<file path="config.mk">
export PLATFORM = sky130hd
export DESIGN_NAME = wdt_reset_request
export DESIGN_NICKNAME = d
export VERILOG_FILES = /design/src/rtl/wdt_reset_request.sv
export SDC_FILE = /design/constraint.sdc
export NUM_CORES = 1
export LEC_CHECK = 0
export ABC_AREA = 1
export BUFFER_PORTS_ARGS = -buffer_cell sky130_fd_sc_hd__buf_4
export CAP_MARGIN = 20
export CORE_MARGIN = 2
export CORE_UTILIZATION = 60
export DETAILED_ROUTE_END_ITERATION = 10
export GPL_ROUTABILITY_DRIVEN = 0
export PLACE_DENSITY = 0.81
export RECOVER_POWER = 25
export SLEW_MARGIN = 20
export SYNTH_ARGS = -nofsm -noshare
export SYNTH_HDL_FRONTEND = slang
export SYNTH_SLANG_ARGS = --single-unit
</file>
<file path="constraint.sdc">
create_clock -name clk -period 2.7 [get_ports clk]
set_clock_uncertainty 0.15 [all_clocks]
set_input_delay 0 -clock clk [delete_from_list [all_inputs] [get_ports clk]]
set_output_delay 0 -clock clk [all_outputs]
set_load 0.1 [all_outputs]
</file>
<file path="src/rtl/wdt_reset_request.sv">
// Watchdog reset-request source: watches the MCU heartbeat toggle and issues
// a fixed-width WD_RES pulse to the reset generator when it stops, with an
// early warning, armed status, a saturating fire counter and last-cause record.
//
// state       | meaning
// ------------+---------------------------------------------------------------
// ST_HOLDOFF  | grace period after reset/enable/fire; kicks ignored, no timeout
// ST_ARMED    | watching for kicks; counter expiry fires
// ST_FIRE     | WD_RES high for PULSE_CYC cycles; all requests ignored
// ST_DISABLED | watchdog off; only force_req can fire
module wdt_reset_request #(
   parameter int TIMEOUT_CYC = 1000000,
   parameter int HOLDOFF_CYC = 100000,
   parameter int PULSE_CYC   = 16,
   parameter int WARN_CYC    = 1000
) (
   input  logic       clk,
   input  logic       SYSTEM_RST,
   input  logic       kick,
   input  logic       wd_en,
   input  logic       force_req,
   input  logic       cause_clr,
   output logic       WD_RES,
   output logic       wd_warn,
   output logic       wd_armed,
   output logic [7:0] reset_count,
   output logic [1:0] last_cause
);

   localparam int MAX_TH  = (TIMEOUT_CYC > HOLDOFF_CYC) ? TIMEOUT_CYC : HOLDOFF_CYC;
   localparam int CNT_MAX = (MAX_TH > PULSE_CYC) ? MAX_TH : PULSE_CYC;
   localparam int CW      = (CNT_MAX > 1) ? $clog2(CNT_MAX) : 1;

   localparam logic [CW-1:0] TIMEOUT_LD = CW'(TIMEOUT_CYC - 1);
   localparam logic [CW-1:0] HOLDOFF_LD = CW'(HOLDOFF_CYC - 1);
   localparam logic [CW-1:0] PULSE_LD   = CW'(PULSE_CYC - 1);
   // One extra bit so a threshold above the counter range still compares true.
   localparam logic [CW:0]   WARN_LIM   =
      (CW+1)'((WARN_CYC > (1 << CW)) ? (1 << CW) : WARN_CYC);

   localparam logic [1:0] CAUSE_NONE    = 2'b00;
   localparam logic [1:0] CAUSE_TIMEOUT = 2'b01;
   localparam logic [1:0] CAUSE_FORCED  = 2'b10;

   typedef enum logic [1:0] {
      ST_HOLDOFF,
      ST_ARMED,
      ST_FIRE,
      ST_DISABLED
   } state_t;

   state_t        state_q, state_d;
   logic [CW-1:0] cnt_q, cnt_d;
   logic          kick_s1_q, kick_s1_d;
   logic          kick_s2_q, kick_s2_d;
   logic          kick_s3_q, kick_s3_d;
   logic          wd_res_q, wd_res_d;
   logic          wd_warn_q, wd_warn_d;
   logic          wd_armed_q, wd_armed_d;
   logic [7:0]    reset_count_q, reset_count_d;
   logic [1:0]    last_cause_q, last_cause_d;
   logic [1:0]    fire_cause;
   logic          kick_evt;

   // Heartbeat synchronizer and edge detect: any toggle is one kick event.
   always_comb begin
      kick_s1_d = kick;
      kick_s2_d = kick_s1_q;
      kick_s3_d = kick_s2_q;
      kick_evt  = kick_s2_q ^ kick_s3_q;
   end

   // Next-state, counter reload/decrement and fire cause.
   always_comb begin
      state_d    = state_q;
      cnt_d      = cnt_q;
      fire_cause = CAUSE_NONE;
      case (state_q)
         ST_HOLDOFF: begin
            if (force_req) begin
               state_d    = ST_FIRE;
               cnt_d      = PULSE_LD;
               fire_cause = CAUSE_FORCED;
            end else if (!wd_en) begin
               state_d = ST_DISABLED;
            end else if (cnt_q == '0) begin
               state_d = ST_ARMED;
               cnt_d   = TIMEOUT_LD;
            end else begin
               cnt_d = cnt_q - CW'(1);
            end
         end
         ST_ARMED: begin
            if (force_req) begin
               state_d    = ST_FIRE;
               cnt_d      = PULSE_LD;
               fire_cause = CAUSE_FORCED;
            end else if (!wd_en) begin
               state_d = ST_DISABLED;
            end else if (kick_evt) begin
               cnt_d = TIMEOUT_LD;
            end else if (cnt_q == '0) begin
               state_d    = ST_FIRE;
               cnt_d      = PULSE_LD;
               fire_cause = CAUSE_TIMEOUT;
            end else begin
               cnt_d = cnt_q - CW'(1);
            end
         end
         ST_FIRE: begin
            if (cnt_q == '0) begin
               state_d = wd_en ? ST_HOLDOFF : ST_DISABLED;
               cnt_d   = HOLDOFF_LD;
            end else begin
               cnt_d = cnt_q - CW'(1);
            end
         end
         ST_DISABLED: begin
            if (force_req) begin
               state_d    = ST_FIRE;
               cnt_d      = PULSE_LD;
               fire_cause = CAUSE_FORCED;
            end else if (wd_en) begin
               state_d = ST_HOLDOFF;
               cnt_d   = HOLDOFF_LD;
            end
         end
         default: begin
            state_d = ST_HOLDOFF;
            cnt_d   = HOLDOFF_LD;
         end
      endcase
   end

   // Outputs follow the next state so they are registered and glitch-free.
   // A clear in the same cycle as a fire lands first, then the fire is counted.
   always_comb begin
      wd_res_d      = (state_d == ST_FIRE);
      wd_armed_d    = (state_d == ST_ARMED);
      wd_warn_d     = (state_d == ST_ARMED) && ({1'b0, cnt_d} < WARN_LIM);
      reset_count_d = reset_count_q;
      last_cause_d  = last_cause_q;
      if (cause_clr) begin
         reset_count_d = 8'd0;
         last_cause_d  = CAUSE_NONE;
      end
      if (fire_cause != CAUSE_NONE) begin
         last_cause_d = fire_cause;
         if (reset_count_d != 8'hFF) begin
            reset_count_d = reset_count_d + 8'd1;
         end
      end
   end

   // State, counter, synchronizer and output registers with synchronous reset.
   always_ff @(posedge clk) begin
      if (SYSTEM_RST) begin
         state_q       <= ST_HOLDOFF;
         cnt_q         <= HOLDOFF_LD;
         kick_s1_q     <= 1'b0;
         kick_s2_q     <= 1'b0;
         kick_s3_q     <= 1'b0;
         wd_res_q      <= 1'b0;
         wd_warn_q     <= 1'b0;
         wd_armed_q    <= 1'b0;
         reset_count_q <= 8'd0;
         last_cause_q  <= CAUSE_NONE;
      end else begin
         state_q       <= state_d;
         cnt_q         <= cnt_d;
         kick_s1_q     <= kick_s1_d;
         kick_s2_q     <= kick_s2_d;
         kick_s3_q     <= kick_s3_d;
         wd_res_q      <= wd_res_d;
         wd_warn_q     <= wd_warn_d;
         wd_armed_q    <= wd_armed_d;
         reset_count_q <= reset_count_d;
         last_cause_q  <= last_cause_d;
      end
   end

   assign WD_RES      = wd_res_q;
   assign wd_warn     = wd_warn_q;
   assign wd_armed    = wd_armed_q;
   assign reset_count = reset_count_q;
   assign last_cause  = last_cause_q;

endmodule

</file>
# After elaboration in Yosys (flattened, before gate mapping)
# Cells that the tools add are included.
[op_classes]
add_sub_neg = 2
magnitude_cmp = 1
n_eq_ne = 6
n_mux = 34
bitwise_logic = 1
reduce_logical = 6
[op_table]
columns = ["cell", "count"]
rows = [
  ["20-bit 2-to-1 mux", 10],
  ["20-bit one-hot mux with 4 select lines", 1],
  ["2-bit 2-to-1 mux", 15],
  ["8-bit 2-to-1 mux", 3],
  ["20-bit zero test", 1],
  ["20-bit by 10-bit less-than comparator with 1-bit output, second input constant", 1],
  ["20-bit by 1-bit subtractor with 20-bit output, second input constant", 1],
  ["8-bit by 1-bit adder with 8-bit output, second input constant", 1],
  ["8-bit inequality test, second input constant", 1],
  ["2-bit one-hot mux with 4 select lines", 1],
  ["2-bit == test, second input constant", 3],
  ["2-bit by 1-bit == test with 1-bit output, second input constant", 2],
  ["2-bit one-hot mux with 2 select lines", 1],
  ["2-bit nonzero test", 2],
  ["1-bit 2-to-1 mux", 3],
  ["2-bit zero test", 1],
  ["2-bit OR reduction", 1],
  ["1-bit logical AND", 1],
  ["1-bit XOR", 1],
]
[totals]
reg_bits = 38
word_cells = 60

# Depth between registers and ports, before layout
[depth]
depth_word = 8
ltp_mapped = 18
mapped_depth_nobuf = 17

# Worst setup path before layout
# Ideal clock, no wire load.
[synth_timing]
kind = "reg2reg"
start = "reg reset_count_q[0], in the netlist reset_count[0]"
end = "reg reset_count_q[5], in the netlist reset_count[5]"
arrival_time_ns = 2.354
t_required_ns = 2.419
path_slack_ns = 0.065
stages_incl_launch_ff = 10
n_path_buf = 0
path_cell_list = "dfxtp_1 > inv_1 > nor2_1 > ha_1 > nand3_1 > nor3_1 > inv_1 > o31ai_4 > o21ai_0 > nor3b_2"
[synth_between]
elab_chain_len = 4
elab_cells_between_ends = 5
cone_classes = "add/sub: 1; eq/ne: 1; mux: 3"
[synth_rtl]
columns = ["item", "line_no", "rtl"]
rows = [
  ["from (decl)", "60", "logic [7:0] reset_count_q, reset_count_d;"],
  ["from (signal assigned)", "177", "reset_count_q <= reset_count_d;"],
  ["8-bit 2-to-1 mux *", "143", "if (cause_clr) begin"],
  ["8-bit by 1-bit adder with 8-bit output or 8-bit inequality test (tied branches)", "150, 149", ""],
  ["8-bit 2-to-1 mux *", "149", "if (reset_count_d != 8'hFF) begin"],
  ["8-bit 2-to-1 mux *", "147", "if (fire_cause != CAUSE_NONE) begin"],
]
# Mark *: on every way between the ends. The rest lies on a longest branch, timed or not.
# A chain may end at the register's enable or synchronous reset.

# Worst setup path in the final report
[layout_timing]
start = "reg state_q[0]"
end = "reg wd_warn_q, in the netlist wd_warn"
[layout_between]
elab_chain_len = 7
elab_cells_between_ends = 19
cone_classes = "order compare: 1; eq/ne: 4; mux: 12; reduce/logical: 2"
[layout_rtl]
columns = ["item", "line_no", "rtl"]
rows = [
  ["from (decl)", "52", "state_t state_q, state_d;"],
  ["from (signal assigned)", "169", "state_q <= state_d;"],
  ["branches (longest 6 deep; another with 20-bit by 10-bit less-than comparator with 1-bit output)", "-", ""],
  ["1-bit logical AND *", "140", "wd_warn_d = (state_d == ST_ARMED) && ({1'b0, cnt_d} < WARN_LIM);"],
  ["to (signal assigned)", "175", "wd_warn_q <= wd_warn_d;"],
  ["to (decl)", "58", "logic wd_warn_q, wd_warn_d;"],
]
# Mark *: on every way between the ends.

==> out/results.ini <==
[yosys]
async_reset_ff_share_pct = 0
synthAdderAreaFrac_pct = 2.819
synth_top_family_by_area = simple AND/OR/NAND/NOR gates
synth_area_leaders = dfxtp_1 (24%), nand2_1 (18%), nor2_1 (8.8%), nand3_1 (7.6%), inv_1 (7.5%)
seq_area_frac_synth_pct = 24.49
synth_cell_types = 45
synth_area_mm2 = 0.003107
synth_most_common_cell = nand2_1
synth-edff-count = 0
post-synth-top-area-fraction_pct = 24.49
synth_common_cells = nand2_1 (145), nor2_1 (73), inv_1 (62)
synthSimpleGateAreaFrac_pct = 44.18
syn-num-nets = 541
synth_mux_area_share_pct = 0
synth-compound-area-share_pct = 14.66
ys_ff_latch = 38
synthCells = 528
ys_warn_count = 0
yosys.area.top_type = dfxtp_1
synthFlopType = dfxtp_1
synth.avg_cell_area_um2 = 5.884
synth_xor_xnor_area_share_pct = 2.819

[place]
placed_cells = 609
io_buffers = 18
place_ws_ps = 173.2
dp_hpwl_um = 6567

[critical_path]
required_ps = 2790
arrival_ps = 2580
crit_fanout = 10
reg2reg_depth = 12
critPathCaptureType = flip-flop
worstSetupStartpointType = flip-flop
critical_path_class = flip-flop to flip-flop

[timing]
timing.final.ws_setup_ps = 211.3
setup_viol = 0
hold_violations = 0
worst_pin_slew_ps = 1174
relSlewSlack_pct = 22.10
rsz0062_at_grt = false
fin_crit_sh_pct = 92.17
finalSetupTns_ps = 0
fmax_ghz = 0.4018
fin_crit_ps = 2489
maxSlewViolCount = 0

[global_route]
grt_max_degree = 26
grt_pass1_wl_um = 14880
track_usage_pct = 31.77
grt_pass1_vias = 3344
antenna_found_initial = 0
grt_overflow_total = 0

[power]
clock_power_share_pct = 24.7
p_per_area_mw_per_mm2 = 479.0
p_leak_nw = 1.673
combPwrFrac_pct = 36.2
p_int_mw = 0.9778
vdd_ir_drop_max_mv = 0.4797
seq_power_share_pct = 39.1
p_sw_share_pct = 40.89
p_sw_mw = 0.6764

[worst_hold_path]
hp-class = input pin to flip-flop
min_path_cells = 4

[routing]
drc = 0
drt-wirelength-per-cell_um = 14.34
vias_per_cell = 5.635
drt-total-wl_um = 8950
vias = 3516
first_pass_iters = 8
ant_nets = 0
first_iter_violations = 398

[run]
cap_violations = 0

[clocking]
clk_latency_ps = 300
clock_sinks = 38
cts_inserted_buffers = 5
clock_path_buffers = 2
ctsHtreeMaxLevel = 2
cts_tree = yes
clk_pin_slew_ps = 80
root_buffer = clkbuf_8

[layout]
final_layout_size_suffix_gt1_share_pct = 11.37
fillers = 471
final_cells = 624
antenna_cells = 0
syn_to_final_growth_pct = 11.16
regArea_um2 = 760.7
multiInputGateArea_mm2 = 0.002011
nets = 568

[floorplan]
initial_core_util_pct = 61.61
fp.dieArea_mm2 = 0.005769
die_h_um = 75.96
fp-row-count = 26
design.core.area_mm2 = 0.005042
die_x_um = 75.96
ios = 19

[run_status]
status = complete, no violations

-- worst paths after layout --
| path | to | slack (ps) | start |
|---|---|---|---|
| setup / recovery | wd_warn | 210 | state_q[0] |
| hold / removal | cnt_q[16] | 70 | wd_en |
| setup reg to reg | wd_warn | 210 | state_q[0] |
| hold reg to reg | kick_s2_q | 260 | kick_s1_q |
-- stage by stage --
step	instance area (µm²)	utilization, %	hold slack (ps)	power (mW)
5_1_grt	3453	68.49	113.7	1.746
3_5_place_dp	3321	65.86	59.96	1.245
6_report	3453	68.49	70.47	1.654
3_3_place_gp	3321	65.86	52.76	1.231
4_1_cts	3453	68.49	58.87	1.651
2_1_floorplan	3107	-	-43.03	1.099
-- state kept, by name, summed over array words and instances (netlist names) --
register	cells
cnt_q	20
reset_count	8
last_cause	2
state_q	2
WD_RES	1
kick_s1_q	1
kick_s2_q	1
kick_s3_q	1
wd_armed	1
wd_warn	1
-- final cells by class --
type	count	area share, %
clock buffer	6	2.391
inverter	71	7.717
multi-input combinational	403	58.22
sequential	38	22.03
tap	70	2.536
timing repair buffer	36	7.101
-- logic make-up (layout without fill, tap and decap cells) --
group / Yosys count / count (layout)
AND/OR/NAND/NOR: 306 / 306
buffers and inverters: 87 / 113
AO/OA/AOI/OAI: 80 / 80
flip-flops: 38 / 38
XOR/XNOR: 10 / 10
adder cells (fa/ha/maj): 7 / 7
-- worst max-delay path, cell delays in order (launching register included) --
cell	delay [ps]
dfxtp_1	390
inv_1	140
ha_2	340
inv_1	110
nor2_1	280
inv_1	160
o21ai_0	190
nand2_1	110
a21oi_1	180
nand3_1	90
nor2_1	150
nand2_1	60
nor2_1	70
-- metal layers --
metal,track usage (%),up-vias,share of wire (%)
li1,-,1740,-
met1,38.17,1545,42
met2,55.36,197,47
met3,5.238,34,7.7
met4,15.09,0,3.3
met5,0,-,0
-- layout by cell type, fill, tap and decap left out, types with 5 or more instances in the layout --
cell             n
nor2_1          73
nand2_1        145
xor2_1           8
nand3_1         47
dfxtp_1         38
inv_1           62
o21ai_0         31
buf_4           21
nor2_2          10
clkbuf_8         6
dlygate4sd3_1    5
clkbuf_1        10
o21ai_1          8
inv_2            5
nor3_1           7
a21oi_1         26
ha_1             6
-- power by group through the flow --
stage	clock network [mW]	logic (mW)	registers [mW]
after CTS	0.410	0.594	0.646
after global routing	0.434	0.659	0.652
final	0.408	0.599	0.647
after floorplan	0	0.378	0.721
after detailed placement	0	0.586	0.659
after global placement	0	0.573	0.658
-- repair_timing --
action                     4_1_cts  5_1_grt
hold endpoints to repair        29        0
setup endpoints to repair        0        1
gates resized for setup          0        2
setup buffers                    0        4
hold buffers                     5        0
No activity file was read; power rests on OpenSTA's default activity.
